`src/rtl/if_fetch_unit.sv`:
```
// Instruction-fetch stage: owns the PC, issues in-order word fetches and buffers
// returned instructions (with their PCs) for decode; redirects flush and drop stale responses.
module if_fetch_unit #(
   parameter int unsigned    PC_W     = 32,
   parameter int unsigned    ADDR_W   = 14,
   parameter int unsigned    DEPTH    = 4,
   parameter logic [PC_W-1:0] RESET_PC = '0
) (
   input  logic              clk,
   input  logic              rst,
   input  logic              redirect_valid,
   input  logic [PC_W-1:0]   redirect_pc,
   output logic              imem_req_valid,
   input  logic              imem_req_ready,
   output logic [ADDR_W-1:0] imem_req_addr,
   input  logic              imem_rsp_valid,
   input  logic [31:0]       imem_rsp_data,
   output logic              id_valid,
   input  logic              id_ready,
   output logic [PC_W-1:0]   id_pc,
   output logic [31:0]       id_instr
);

   localparam int unsigned IDX_W = $clog2(DEPTH);
   localparam int unsigned PTR_W = IDX_W + 1;
   localparam int unsigned CNT_W = $clog2(2 * DEPTH + 1);

   logic [PC_W-1:0]  pc;
   logic [PC_W-1:0]  slot_pc    [DEPTH];
   logic [31:0]      slot_instr [DEPTH];
   logic [DEPTH-1:0] slot_filled;

   logic [PTR_W-1:0] alloc_ptr, fill_ptr, head_ptr;
   logic [CNT_W-1:0] inflight, stale;

   logic [IDX_W-1:0] alloc_idx, fill_idx, head_idx;
   logic [PTR_W-1:0] occupancy;
   logic             req_fire, rsp_fire, rsp_keep, deq;
   logic [CNT_W-1:0] inflight_next;

   assign alloc_idx = alloc_ptr[IDX_W-1:0];
   assign fill_idx  = fill_ptr[IDX_W-1:0];
   assign head_idx  = head_ptr[IDX_W-1:0];

   // Wrap bits make occupancy == DEPTH distinguishable from empty.
   assign occupancy      = alloc_ptr - head_ptr;
   assign imem_req_valid = !rst && !redirect_valid && (occupancy < PTR_W'(DEPTH));
   assign imem_req_addr  = pc[ADDR_W+1:2];

   assign req_fire = imem_req_valid && imem_req_ready;
   // A response with nothing outstanding is a protocol error and is dropped.
   assign rsp_fire = imem_rsp_valid && (inflight != '0);
   assign rsp_keep = rsp_fire && (stale == '0) && !redirect_valid && !rst;

   assign id_valid = !rst && !redirect_valid && slot_filled[head_idx] && (head_ptr != fill_ptr);
   assign id_pc    = slot_pc[head_idx];
   assign id_instr = slot_instr[head_idx];
   assign deq      = id_valid && id_ready;

   assign inflight_next = inflight + CNT_W'(req_fire) - CNT_W'(rsp_fire);

   // NOTE: sequential state uses non-blocking assignments so every register
   // samples the pre-edge values, independent of statement order.
   always_ff @(posedge clk) begin
      if (rst) begin
         pc          <= RESET_PC;
         alloc_ptr   <= '0;
         fill_ptr    <= '0;
         head_ptr    <= '0;
         inflight    <= '0;
         stale       <= '0;
         slot_filled <= '0;
      end else begin
         inflight <= inflight_next;
         if (redirect_valid) begin
            pc          <= redirect_pc & ~PC_W'(3);
            alloc_ptr   <= '0;
            fill_ptr    <= '0;
            head_ptr    <= '0;
            slot_filled <= '0;
            stale       <= inflight - CNT_W'(rsp_fire);
         end else begin
            if (req_fire) begin
               pc                     <= pc + PC_W'(4);
               alloc_ptr              <= alloc_ptr + PTR_W'(1);
               slot_filled[alloc_idx] <= 1'b0;
            end
            if (rsp_fire) begin
               if (stale != '0) begin
                  stale <= stale - CNT_W'(1);
               end else begin
                  slot_filled[fill_idx] <= 1'b1;
                  fill_ptr              <= fill_ptr + PTR_W'(1);
               end
            end
            if (deq) begin
               slot_filled[head_idx] <= 1'b0;
               head_ptr              <= head_ptr + PTR_W'(1);
            end
         end
      end
   end

   // NOTE: the slot payload is not reset; a slot is only visible to decode once
   // its filled bit (which is reset) is set, so reset-time contents never leak.
   always_ff @(posedge clk) begin
      if (req_fire) slot_pc[alloc_idx] <= pc;
      if (rsp_keep) slot_instr[fill_idx] <= imem_rsp_data;
   end

   a_rsp_needs_request: assert property (@(posedge clk) disable iff (rst)
      imem_rsp_valid |-> (inflight != '0));

endmodule

```
`config.mk`:
```
export PLATFORM = sky130hd
export DESIGN_NAME = if_fetch_unit
export DESIGN_NICKNAME = d
export VERILOG_FILES = /design/src/rtl/if_fetch_unit.sv
export SDC_FILE = /design/constraint.sdc
export NUM_CORES = 1
export LEC_CHECK = 0
export CORE_UTILIZATION = 50
export CTS_CLUSTER_DIAMETER = 30
export DETAILED_ROUTE_END_ITERATION = 16
export PLACE_DENSITY_LB_ADDON = 0.15
export SLEW_MARGIN = 20
export SYNTH_ARGS = -nofsm -noshare
export SYNTH_HDL_FRONTEND = slang
export SYNTH_SLANG_ARGS = --single-unit
```
`constraint.sdc`:
```
create_clock -name clk -period 3.2 [get_ports clk]
set_input_delay 0.48 -clock clk [delete_from_list [all_inputs] [get_ports clk]]
set_output_delay 0.48 -clock clk [all_outputs]
set_load 0.02 [all_outputs]
```
[After elaboration in Yosys (flattened, before gate mapping)]
Memories as Yosys holds them, arrays and structs flattened. A register that Yosys moved wholly into a read port is not among the register bits.
Index checks and enable logic that the tools add are counted.
W data, S select, Z words.
Word-level totals
  bits in registers: 53
  memory bits (writable): 256
  output and inout bits: 80
  logic and storage cells: 86
  memories kept: 2
Memory list
  slot_instr: words 4, width 32, rd ports 1, clocked after memory_dff 1, wr ports 1, RTL line 30  | logic [31:0] slot_instr [DEPTH];
  slot_pc: words 4, width 32, rd ports 1, clocked after memory_dff 1, wr ports 1, RTL line 29  | logic [PC_W-1:0] slot_pc [DEPTH];
Operators by class
  add/subtract/negate cells: 9
  $lt $le $gt $ge: 7
  equal/unequal tests: 1
  mux-type cells: 29
  bitwise gates (word level): 6
  reductions and logical operators: 24
Operator list (count)
  $mux W32: 2
  $mux W4: 11
  $add A32 B3 Y32 const B: 1
  $logic_and A1 B1 Y1: 13
  $add A3 B1 Y3 const B: 3
  $lt A2 B3 Y1 const B: 3
  $and A4 B4 Y4: 2
  $mux W1: 8
  $mux W2: 4
  $not A4 Y4: 2
  $reduce_bool A4 Y1: 2
  $sub A4 B1 Y4: 2
  $demux W1 S2: 3
  $ge A2 B1 Y1 const B: 3
  $reduce_bool A2 Y1: 3
  $add A4 B1 Y4: 1
  $logic_not A4 Y1: 1
  $or A4 B4 Y4: 1
  $reduce_and A2 Y1: 2
  $sub A4 B1 Y4 const B: 1
  $lt A3 B3 Y1 const B: 1
  $ne A3 B3 Y1: 1
  $sub A3 B3 Y3: 1
  $bmux W1 S2: 1
  3 further kinds: 4

[Longest topological paths before layout]
  depth in word-level cells: 16
  gate-level depth with buffers: 15
  mapped depth without buffers: 13

[Worst setup path before layout]
No wires, ideal clock.
  path kind: input port to flip-flop
  start: input port rst
  end: memory slot_pc[0][10], enable pin
  setup time: 417 ps
  arrival time: 3026 ps
  data required time: 2783 ps
  slack: -243 ps
  stages on the path: 8
  path buffers: 3
  path through: clkbuf_1 or3b_1 nor2_1 mux2_2 inv_2 clkbuf_1 clkbuf_1 nor2_1
Between the ends
  word-level cells in the longest chain between the ends: 6
RTL lines
  from (decl): RTL line 10  | input logic rst,
  $logic_not A1 Y1: RTL line 47  | assign imem_req_valid = !rst && !redirect_valid && (occupancy < PTR_W'(DEPTH));
  $logic_and A1 B1 Y1 (2 in a row): RTL line 47
  $logic_and A1 B1 Y1: RTL line 50  | assign req_fire = imem_req_valid && imem_req_ready;
  $mux W1: RTL line 107  | if (req_fire) slot_pc[alloc_idx] <= pc;
  $mux W1 (implied by the code): RTL line 107
  to (decl): RTL line 29
Every way passes these cells.

==> flow_summary.toml <==
[floorplan]
die_h_um = 159
fp.dieArea_sq_um = 25400
core_sq_um = 24300
num_rows = 57
die_width_um = 159
initial_utilization_pct = 50.9
io_pins = 150

[setup_path]
cp.buffers_inverters = 2
path_class = "flop to primary output"
critPathMaxFanout = 23
critPathLaunchType = "flop"
crit_chain = "buf_12 > mux4_2 > clkdlybuf4s50_1"
critPathSlowestCell = "mux4_2"
max_stage_delay_ps = 590
crit_required_ps = 2720
worstSetupEndpointType = "primary output"
crit_arrival_ps = 2580
critPathTopFamily = "buffers and inverters"

[cells_and_area]
area_growth_pct = 30.7
num_antenna_cells = 0
drive_gt1_share_pct = 22.1
final_nets = 1023
post-route-util_pct = 66.5

[yosys]
synth_compound_area_share_pct = 5.46
yosys_warnings = 0
synth_edf_count = 248
synth_xor_xnor_area_share_pct = 1.20
syn_inst = 751
synth_fa_ha_area_share_pct = 2.69
syn_area_sq_um = 12400
ys_async_sr_fraction_pct = 0
ys_types = 61
synth_mux_area_share_pct = 12.0
synth_seq_area_share_pct = 68.7
yosys.area_share.simple_pct = 6.84
avgSynthCellArea_sq_um = 16.5
synth-main-ff-cell = "edfxtp_1"
synth_area_leaders = "edfxtp_1 60%, mux4_2 11%, dfxtp_1 8.6%"
synth_top_area_share_pct = 60.1
yosysTopAreaCell = "edfxtp_1"
yosysMostFrequentCell = "edfxtp_1"
ys_seq_elements = 301
synth_top_cells_by_count = "248 x edfxtp_1, 63 x mux4_2, 53 x dfxtp_1"
synth_top_family_by_area = "multiplexers"

[sta]
min_period_over_period_pct = 95.8
slew_headroom_pct = 62.3
worst_pin_slew_ps = 561
period_needed_ps = 3060
hold_viol = 0
rsz0062_at_grt = "no"
fmax_ghz = 0.326
worst_clock_skew_ps = 22.5
final_max_slew_viol_count = 0
setup_slack_ps = 135
setup_violations = 0

[global_routing]
grt_remaining_overflow = 0
grt_pass1_vias = 7874
grt_pass1_wl_um = 43000
grt_antenna_before_repair = 0
grt_usage_pct = 21.9
grt_max_degree = 63

[place]
place_worst_setup_slack_ps = 192
portBuffers = 145
gp_congestion = 0.866
post-dp-hpwl_um = 17000

[clock_tree]
cts.root.buffer_cell = "clkbuf_16"
cts_hold_buf = 0
cts_tree = "done"
cts_max_path_buffers = 3
cts_buffers = 54
clk_pin_slew_worst_paths_ps = 50
cts_sinks = 301
clk_latency_ps = 560
htree_levels = 2

[drt]
antenna_left = 0
drtPass1Iterations = 6
viasPerCell = 5.78
top_layer = "met4"
met2_length_um = 13900
route.met3.wl_um = 1760
drt-met1-wl_um = 11100
wl_um = 27200
drt_iter0_markers = 643
wl_per_cell_um = 21.0
post-route-drc-count = 0
via_count = 7497

[power]
power_frac_comb_pct = 8.4
p_sw_share_pct = 23.6
leakage_nw = 5.38
p_switching_w = 0.00258
p_per_area_nw_per_um2 = 674
p_int_w = 0.00833
vdd_ir_drop_max_mv = 0.445
clockPowerShare_pct = 50.6
pwr-share-seq_pct = 40.9

[run_status]
outcome = "finished clean"

[worst_hold_path]
hp-class = "flop to flop"

[flow_run]
maxCapViolations = 0
==> cell families after synthesis <==
family / count (synthesis)
XOR/XNOR: 17
other: 1
flip-flops: 301
adder cells (fa/ha/maj): 26
AND/OR/NAND/NOR: 159
buffers and inverters: 85
AO/OA/AOI/OAI: 93
multiplexers: 69
==> per-stage QoR <==
stage	power (W)	TNS, ps	std cells	hold WS (ps)	cell area [sq um]
after CTS	0.0110	0	1296	500	16200
after global placement	0.00540	0	1194	494	14300
final	0.0109	0	1297	499	16200
after detailed placement	0.00546	0	1194	493	14300
after global routing	0.0113	0	1297	517	16200
after floorplan	0.00510	-29180	752	467	12400
==> power by group through the flow <==
stage | registers, W | clock network [W] | logic [W]
2_1_floorplan | 0.00452 | 0 | 0.000583
3_3_place_gp | 0.00452 | 0 | 0.000879
3_5_place_dp | 0.00454 | 0 | 0.000918
4_1_cts | 0.00446 | 0.00561 | 0.000924
5_1_grt | 0.00448 | 0.00580 | 0.00102
6_report | 0.00447 | 0.00552 | 0.000919
==> path summary, 6_finish.rpt <==
path | slack, ps | to | start | cells after the start
worst max-delay path | 140 | id_pc[30] | flop | 3
worst min-delay path | 500 | slot_filled[2]$_SDFF_PP0_ | slot_filled[2]$_SDFF_PP0_ | 2
worst max register to register | 520 | inflight[2]$_SDFF_PP0_ | head_ptr[1]$_SDFFE_PP0P_ | 12
worst min register to register | 500 | slot_filled[2]$_SDFF_PP0_ | slot_filled[2]$_SDFF_PP0_ | 2
==> worst min-delay path, stage by stage, from the launching register on <==
cell and delay [ps]:
dfxtp_1 310, o21ai_0 70, a221oi_1 70
==> metal layers <==
layer  up-vias  global-route usage (%)
met5         -                       0
met4         0                    7.08
met3        41                    4.64
met2       335                    37.2
met1      3767                    28.3
li1       3354                       -
==> sequential cells by signal, indices dropped and copies added (netlist names), named ones only <==
signal,count
slot_instr,128
slot_pc,120
stale,4
alloc_ptr,3
slot_filled,4
inflight,4
head_ptr,3
fill_ptr,3
pc,30
==> cell usage in the layout, fill, tap and decap left out, types with 11 or more instances in the layout <==
cell type	Yosys	layout
edfxtp_1	248	248
a31oi_1	14	14
clkbuf_16	0	54
ha_1	25	25
clkdlybuf4s50_1	0	145
nor2_1	31	27
o21ai_0	11	11
nand4_1	14	14
buf_12	0	11
a21oi_1	12	12
buf_4	16	17
inv_1	29	29
nand3_1	15	15
nand2_1	44	44
dfxtp_1	53	51
mux4_2	63	63
==> final cells by class <==
type | count | area (sq um)
sequential | 301 | 8510
clock inverter | 44 | 444
timing repair buffer | 173 | 1800
inverter | 31 | 116
multi-input combinational | 366 | 3520
tap | 324 | 405
fill | 1629 | 8140
clock buffer | 58 | 1390
==> repair_timing <==
| action | CTS | global route |
|---|---|---|
| endpoints found under the hold margin | 0 | 0 |
| setup buffers | 0 | 1 |
| pin swaps | 0 | 1 |
| resized for setup | 1 | 0 |
| endpoints found under the setup margin | 1 | 1 |
(Power assumes the default switching activity.)
